$ cat src/rtl/iir_inverse.sv
// rtl/iir_inverse.sv - inverse of y[n] = A*y[n-1] + B*x[n]: recovers x[n] via two-cycle multiply and serial restoring divide.
// Define IIR_INV_SAT_EN to saturate out-of-range quotients instead of wrapping them.
module iir_inverse #(
    parameter logic signed [7:0] A  = 8'sd3,
    parameter logic signed [7:0] B  = -8'sd4,
    parameter int                YW = 26
) (
    input  logic                 clk,
    input  logic                 rst,
    input  logic signed [YW-1:0] y_in,
    input  logic                 y_en,
    output logic                 ready,
    output logic                 drop,
    output logic signed [7:0]    x_out,
    output logic                 x_valid,
    output logic                 x_err
);
    localparam int DW    = YW + 9;
    localparam int PW    = YW + 8;
    localparam int LO    = YW / 2;
    localparam int CW    = $clog2(DW + 1);
    localparam int B_MAG = (B < 0) ? -int'(B) : int'(B);

    typedef enum logic [2:0] {IDLE, MUL1, MUL2, SUB, DIV, DONE} state_t;

    state_t               state, state_nxt;
    logic signed [YW-1:0] y_cap, y_prev;
    logic signed [PW-1:0] p_lo, prod;
    logic signed [PW-1:0] lo_pp, hi_pp;
    logic signed [DW-1:0] e;
    logic [DW-1:0]        e_abs;
    logic                 e_neg;
    logic [DW-1:0]        rem, quo, dvs;
    logic [CW-1:0]        cnt;
    logic                 accept;

    logic [DW:0]          trial;
    logic [DW-1:0]        diff, rem_step, quo_step;
    logic                 ge, neg, over, err;
    logic [7:0]           q_lo, x_wrap, x_fin;

    assign ready  = (state == IDLE || state == DONE) && !rst;
    assign accept = y_en && ready;

    // Product split into an unsigned low half and a signed high half, one per MUL cycle.
    assign lo_pp = PW'(A) * PW'($signed({1'b0, y_prev[LO-1:0]}));
    assign hi_pp = PW'(A) * PW'($signed(y_prev[YW-1:LO]));

    assign e     = DW'(y_cap) - DW'(prod);
    assign e_abs = e[DW-1] ? DW'(-e) : DW'(e);

    // One restoring step: shift the next dividend bit into the partial remainder.
    assign trial    = {rem, quo[DW-1]};
    assign ge       = trial >= {1'b0, dvs};
    assign diff     = trial[DW-1:0] - dvs;
    assign rem_step = ge ? diff : trial[DW-1:0];
    assign quo_step = {quo[DW-2:0], ge};

    assign neg    = e_neg ^ B[7];
    assign over   = neg ? (quo_step > DW'(128)) : (quo_step > DW'(127));
    assign err    = (rem_step != '0) || over;
    assign q_lo   = quo_step[7:0];
    assign x_wrap = neg ? 8'(-q_lo) : q_lo;
`ifdef IIR_INV_SAT_EN
    assign x_fin  = over ? (neg ? 8'h80 : 8'h7f) : x_wrap;
`else
    assign x_fin  = x_wrap;
`endif

    always_comb begin
        state_nxt = state;
        case (state)
            IDLE:    if (accept) state_nxt = MUL1;
            MUL1:    state_nxt = MUL2;
            MUL2:    state_nxt = SUB;
            SUB:     state_nxt = DIV;
            DIV:     if (cnt == CW'(1)) state_nxt = DONE;
            DONE:    state_nxt = accept ? MUL1 : IDLE;
            default: state_nxt = IDLE;
        endcase
    end

    always_ff @(posedge clk) begin
        if (rst) begin
            state   <= IDLE;
            y_cap   <= '0;
            y_prev  <= '0;
            p_lo    <= '0;
            prod    <= '0;
            e_neg   <= 1'b0;
            rem     <= '0;
            quo     <= '0;
            dvs     <= '0;
            cnt     <= '0;
            x_out   <= '0;
            x_valid <= 1'b0;
            x_err   <= 1'b0;
            drop    <= 1'b0;
        end else begin
            state   <= state_nxt;
            x_valid <= 1'b0;
            drop    <= y_en && !ready;
            if (accept) y_cap <= y_in;
            case (state)
                MUL1: p_lo <= lo_pp;
                MUL2: prod <= (hi_pp <<< LO) + p_lo;
                SUB: begin
                    y_prev <= y_cap;
                    e_neg  <= e[DW-1];
                    rem    <= '0;
                    quo    <= e_abs;
                    dvs    <= DW'(B_MAG);
                    cnt    <= CW'(DW);
                end
                DIV: begin
                    rem <= rem_step;
                    quo <= quo_step;
                    cnt <= cnt - CW'(1);
                    // Last step: results land in the output registers as DONE begins.
                    if (cnt == CW'(1)) begin
                        x_out   <= x_fin;
                        x_err   <= err;
                        x_valid <= 1'b1;
                    end
                end
                default: ;
            endcase
        end
    end
endmodule
$ cat config.mk
export PLATFORM = sky130hd
export DESIGN_NAME = iir_inverse
export DESIGN_NICKNAME = d
export VERILOG_FILES = /design/src/rtl/iir_inverse.sv
export SDC_FILE = /design/constraint.sdc
export NUM_CORES = 1
export LEC_CHECK = 0
export BUFFER_PORTS_ARGS = -buffer_cell sky130_fd_sc_hd__buf_2
export CORE_AREA = 8 8 156 158
export DETAILED_ROUTE_END_ITERATION = 10
export DIE_AREA = 0 0 164 166
export GPL_ROUTABILITY_DRIVEN = 0
export GPL_TIMING_DRIVEN = 0
export PLACE_DENSITY = 0.83
export SETUP_SLACK_MARGIN = 0.1
export SYNTH_ARGS = -nofsm -noshare
export SYNTH_HDL_FRONTEND = slang
export SYNTH_SLANG_ARGS = --single-unit
$ cat constraint.sdc
create_clock -name clk -period 6.5 [get_ports clk]
set_input_delay 0.65 -clock clk [delete_from_list [all_inputs] [get_ports clk]]
set_output_delay 0.65 -clock clk [all_outputs]
set_load 0.05 [all_outputs]
==> flow_summary.yaml, run 1 <==
outcome:
  outcome: "finished clean"
final_layout:
  syn_to_final_growth_pct: 8.74
  layout_common_cells: "218 x nand2_1, 193 x dfxtp_1, 158 x a21oi_1"
  final_area_um2: 14100
  fill_cells: 1917
  drive_gt1_share_pct: 6.39
  layout_commonest_cell: "nand2_1"
  nets: 1854
  postLayoutCoreUtil_pct: 63.7
timing:
  worst_pin_slew_ns: 1.17
  tns_ns: 0
  fmax_ghz: 0.218
  fin_worst_skew_ns: 0.0140
  report.final.hold_viol_count: 0
  layout_min_cycle_time_ns: 4.58
  drv_slew: 0
  maxSlewHeadroom_pct: 21.8
  fin_crit_sh_pct: 70.4
  setup-violations-final: 0
  rsz0062_at_grt: "no"
clocking:
  ctsHoldBuffers: 0
  worstSkewPairLatency_ns: 0.45
  clk_pin_slew_worst_paths_ns: 0.08
  cts_buffers: 17
  cts_sinks: 193
  root_buffer: "clkbuf_16"
  cts_buffer_depth: 2
  h-tree-depth: 4
  postCtsSetupRepairBufs: 0
  postCtsResizedCells: 0
  cts_tree: "built"
routing:
  ant_nets: 0
  via_count: 12800
  drt-total-wl_um: 36100
  wl_per_cell_um: 17.7
  vias_per_cell: 6.25
  drt_first_pass_iters: 5
  drc_errors: 0
  first_iter_violations: 1097
power_and_ir_drop:
  power.density_nw_per_um2: 269
  ir_drop_uv: 206
  p_leak_nw: 5.52
global_route:
  gr-usage-all-layers_pct: 26.0
  grt_max_degree: 19
  grt_pass1_wl_um: 58100
  antenna_found_initial: 1
  grt-ovfl-total: 0
  grt_pass1_vias: 11900
floorplanning:
  die_area_um2: 27200
  design.portCount: 41
  die_height_um: 166
  initial_core_util_pct: 58.6
  rows: 55
  die_width_um: 164
  core_um2: 22100
yosys:
  syn_area_um2: 12900
  synthCells: 1683
  yosys.area.top_type: "dfxtp_1"
  synth.distinct_cells: 89
  syn-num-nets: 1796
  ys_seq_area_share_pct: 29.9
  yosys-top-cells-area: "dfxtp_1 30%, ha_1 7.7%, nand2_1 6.3%, a21oi_1 6.1%, nor2_1 4.4%"
  async_flop_share_pct: 0
  syn_area_per_cell_um2: 7.69
  synth_top_area_share_pct: 29.9
  ys.flop_type: "dfxtp_1"
  synth_seq_cells: 193
  synth_edf_count: 0
  ys_warn_count: 0
setup_path:
  critPathKind: "register to register"
  setup.worst_path.end_class: "register"
  slowest_stage: "a2111oi_0"
  crit_chain: "ha_1 -> and2_1 -> buf_4 -> nand3_4 -> a2111oi_0 -> o21ai_0 -> a221o_1 -> or4b_1 -> nor4b_4 -> a41oi_1 -> xnor2_1 -> o22ai_1"
  cp_data_arrival_time_ns: 4.88
  critPathMaxStageDelay_ns: 0.86
  critPathRequiredTime_ns: 6.80
  worstSetupStartpointType: "register"
  crit_fanout: 7
  worst-path-buf-inv: 1
  critical_path.top_delay_family: "compound AO/OA/AOI/OAI gates"
placement:
  dpl.hpwl_um: 27400
  io_buffers: 39
  placed_area_um2: 13500
worst_hold_path:
  min_path_type: "input pin to register"
run:
  drv_cap: 0
==> report_power, final <==
part	total (mW)	switching [mW]	internal, mW	leakage, nW
Combinational	1.47	0.940	0.535	3.69
Clock	1.04	0.502	0.540	0.274
Sequential	1.27	0.0454	1.23	1.56
==> sequential cells by signal, indices dropped and copies added (netlist names) <==
register	count
quo	35
rem	35
prod	34
y_cap	26
y_prev	26
p_lo	15
x_out	8
cnt	6
state	3
drop	1
dvs	1
e_neg	1
x_err	1
x_valid	1
==> routing by layer <==
layer  track usage, %  share of wire [%]  wire length, µm
met5                0                  0                0
met4             12.3                4.2             1530
met3             4.51                7.7             2770
met2             43.3                 47            16800
met1             31.8                 42            15000
==> path summary, 6_finish.rpt <==
kind	startpoint	to	slack [ns]	depth (start not counted)
hold reg to reg	prod[17]	prod[17]	0.45	2
setup / recovery	y_cap[10]	quo[31]	1.92	12
hold / removal	y_in[7]	y_cap[7]	0.39	3
setup reg to reg	y_cap[10]	quo[31]	1.92	12
==> per-stage QoR <==
step	cells	hold WS, ns	setup WS, ns	total power, mW
floorplan	1683	0.427	2.56	2.39
global placement	2007	0.440	2.18	2.68
detailed placement	2007	0.445	2.08	2.72
CTS	2038	0.387	2.07	3.75
global route	2038	0.394	1.74	3.97
finish	2039	0.388	1.92	3.79
==> logic make-up (layout without fill, tap and decap cells) <==
| family | Yosys count | in the layout | share of synthesized area [%] |
|---|---|---|---|
| other | 0 | 1 | 0 |
| AOI/OAI and AO/OA | 482 | 482 | 24.4 |
| buffers and inverters | 163 | 233 | 4.93 |
| and+or+nand+nor | 652 | 652 | 25.1 |
| muxes | 3 | 3 | 0.242 |
| adders and majority gates | 84 | 84 | 8.35 |
| xor gates and xnor gates | 106 | 106 | 7.17 |
| DFF | 193 | 193 | 29.9 |
==> synthesized netlist by cell type, drive strengths merged (6+ instances only) <==
library cell  instances
nor2b                15
or2                  11
nor4                 26
o211ai               11
xnor2                51
o2111ai               6
or3                  18
ha                   80
o31ai                12
clkbuf               84
inv                  65
a211o                 7
and3                 16
o22ai                 9
a21oi               159
nand4                16
nand3                40
xor2                 55
a21o                 23
o21a                 14
dfxtp               193
or4                  14
nor3b                 6
nor4b                11
a22oi                55
a211oi               31
nand2b               37
and2                 15
nand2               218
o21ai                78
nor2                153
nor3                 38
buf                  14
a31oi                15
==> cell type report <==
| class | count | area (µm²) | share of cell area [%] |
|---|---|---|---|
| Buffer | 98 | 394 | 2.80 |
| Inverter | 65 | 244 | 1.73 |
| Clock inverter | 14 | 146 | 1.04 |
| Multi-Input combinational cell | 1327 | 8440 | 60.0 |
| Timing Repair Buffer | 39 | 195 | 1.39 |
| Tap cell | 285 | 357 | 2.53 |
| Clock buffer | 17 | 425 | 3.02 |
| Antenna cell | 1 | 2.50 | 0.0178 |
| Sequential cell | 193 | 3860 | 27.5 |
==> tightest hold or removal path, cell delays in order <==
cell	delay, ns
buf_2	0.07
nand2_1	0.03
o21ai_0	0.05
Note: power is estimated with default switching activity, not from simulation.
==> run 2: changes to the inputs <==
==> constraint.sdc (replaced) <==
create_clock -name clk -period 4.7 [get_ports clk]
set_input_delay 0.47 -clock clk [delete_from_list [all_inputs] [get_ports clk]]
set_output_delay 0.47 -clock clk [all_outputs]
set_load 0.05 [all_outputs]
==> run 2 against run 1 <==
  * Core utilization is 0.13 points higher
  * Critical endpoint is now quo[34]
  * Largest cell class unchanged
  * Global-route usage unchanged
  * Critical path type unchanged
  * Via count decreased by 0.15%
  * First-iteration DRC count increased by 0.36%
  * Count of clock-buffer cells in the layout is the same
==> flow_summary.yaml, run 2 (synthesized netlist as in run 1, its figures left out) <==
timing:
  setup-violations-final: 0
  maxSlewHeadroom_pct: 26.2
  fin_crit_sh_pct: 92.4
  worst_pin_slew_ns: 1.10
  rsz0062_at_grt: "no"
  hold_ws_ns: 0.205
  report.final.hold_viol_count: 0
  fmax_ghz: 0.230
  layout_min_cycle_time_ns: 4.34
  drv_slew: 0
  fin_worst_skew_ns: 0.0159
  tns_ns: 0
final_layout:
  fill_cells: 1913
  syn_to_final_growth_pct: 8.96
  nets: 1855
  multiInputGateArea_um2: 8470
  drive_gt1_share_pct: 6.56
  reg_top3: "quo x35, rem x35, prod x34"
  ff_latch_area_um2: 3860
  layout_commonest_cell: "nand2_1"
  antenna_cells: 0
  layout_common_cells: "218 x nand2_1, 193 x dfxtp_1, 158 x a21oi_1"
worst_hold_path:
  min_to: "y_cap[7]"
  worstHoldStart: "y_in[7]"
  min_path_type: "input pin to register"
  min_delay_path_depth: 3
placement:
  io_buffers: 39
  dpl.hpwl_um: 27400
floorplanning:
  die_width_um: 164
  die_height_um: 166
  rows: 55
  design.portCount: 41
  core_um2: 22100
  initial_core_util_pct: 58.6
  die_area_um2: 27200
global_route:
  grt_pass1_vias: 11900
  grt_pass1_wl_um: 58100
  grt-ovfl-total: 0
  antenna_found_initial: 1
  grt_max_degree: 19
  gr-usage-all-layers_pct: 26.0
setup_path:
  cp_data_arrival_time_ns: 4.70
  r2r_end: "quo[34]"
  critPathRequiredTime_ns: 5.06
  crit_fanout: 6
  crit_chain: "inv_1 -> ha_1 -> inv_1 -> fa_1 -> a21o_1 -> a221oi_2 -> o211ai_1 -> or4_1 -> and3_1 -> nor4b_4 -> and4bb_4 -> nand3_2 -> or4b_4 -> a211oi_2"
  setup.worst_path.end_class: "register"
  worstSetupStartpointType: "register"
  critPathKind: "register to register"
  cp_common_cell: "inv_1"
  reg2regPathDepth: 14
  worst-r2r-setup-slack_ns: 0.36
  r2r_start: "y_cap[0]"
  critPathMaxStageDelay_ns: 0.54
  slowest_stage: "or4_1"
clocking:
  h-tree-depth: 4
  cts_tree: "built"
  root_buffer: "clkbuf_16"
  cts_buffers: 17
  cts_sinks: 193
  clk_pin_slew_worst_paths_ns: 0.08
  cts_buffer_depth: 2
  worstSkewPairLatency_ns: 0.45
  ctsHoldBuffers: 0
routing:
  drt-total-wl_um: 36100
  drt_first_pass_iters: 6
  wl_per_cell_um: 17.7
  via_count: 12700
  first_iter_violations: 1101
  ant_nets: 0
  vias_per_cell: 6.24
  drc_errors: 0
power_and_ir_drop:
  ir_drop_uv: 285
  p_leak_nw: 5.54
  power.density_nw_per_um2: 373
run:
  drv_cap: 0
outcome:
  outcome: "finished clean"
[run 2: changes by cell type in the layout (fill, tap and decap cells not counted), sizes merged]
cell	previous run	this run
diode	1	0
buf	53	54
[run 2: layout make-up]
| cell class | count | area share [%] |
|---|---|---|
| multi-input combinational | 1327 | 60.1 |
| sequential | 193 | 27.4 |
| clock buffer | 17 | 3.02 |
| buffer | 98 | 2.80 |
| tap | 285 | 2.53 |
| inverter | 65 | 1.73 |
| timing repair buffer | 40 | 1.44 |
| clock inverter | 14 | 1.04 |
[run 2: critical path, delay by kind of cell, from the launching register on]
kind | cells | cell delay (ns)
AOI/OAI and AO/OA | 4 | 1.02
adders and majority gates | 2 | 0.59
buffers and inverters | 2 | 0.15
DFF | 1 | 0.32
and+or+nand+nor | 6 | 2.16
[run 2: repair_timing]
action | in CTS | in global routing
resized for setup | 0 | 4
setup buffers | 0 | 1
endpoints found under the setup margin | 0 | 5
[run 2: power breakdown]
part	total (mW)	internal, mW	switching [mW]
Clock	1.44	0.747	0.695
Combinational	2.05	0.744	1.31
Sequential	1.76	1.70	0.0629
Total	5.26	3.19	2.07
[run 2: worst max-delay path by stage]
stage / from / end / cells after the start
after global routing: y_cap[0] / quo[34] / 14
after floorplan: y_cap[0] / quo[23] / 15
after global placement: y_cap[0] / quo[31] / 15
after CTS: y_cap[0] / quo[31] / 15
final: y_cap[0] / quo[34] / 14
after detailed placement: y_cap[0] / quo[31] / 15
[run 2: through the flow]
step / utilization [%] / cells / setup WS, ns / power [mW] / area [µm²]
4_1_cts: 63.7 / 2038 / 0.266 / 5.19 / 14100
5_1_grt: 63.8 / 2039 / 0.123 / 5.51 / 14100
3_5_place_dp: 61.1 / 2007 / 0.276 / 3.76 / 13500
6_report: 63.8 / 2039 / 0.359 / 5.26 / 14100
2_1_floorplan: - / 1683 / 0.756 / 3.30 / 12900
3_3_place_gp: 61.1 / 2007 / 0.384 / 3.71 / 13500
[run 2: per-layer routing]
layer  wire length [µm]  share of wire (%)  global-route usage (%)  vias to the layer above
li1                   -                  -                       -                     6193
met1              15200                 42                    31.8                     5917
met2              16800                 47                    43.3                      511
met3               2640                7.3                    4.51                      110
met4               1500                4.2                    12.3                        2
met5                 13              0.036                       0                        -
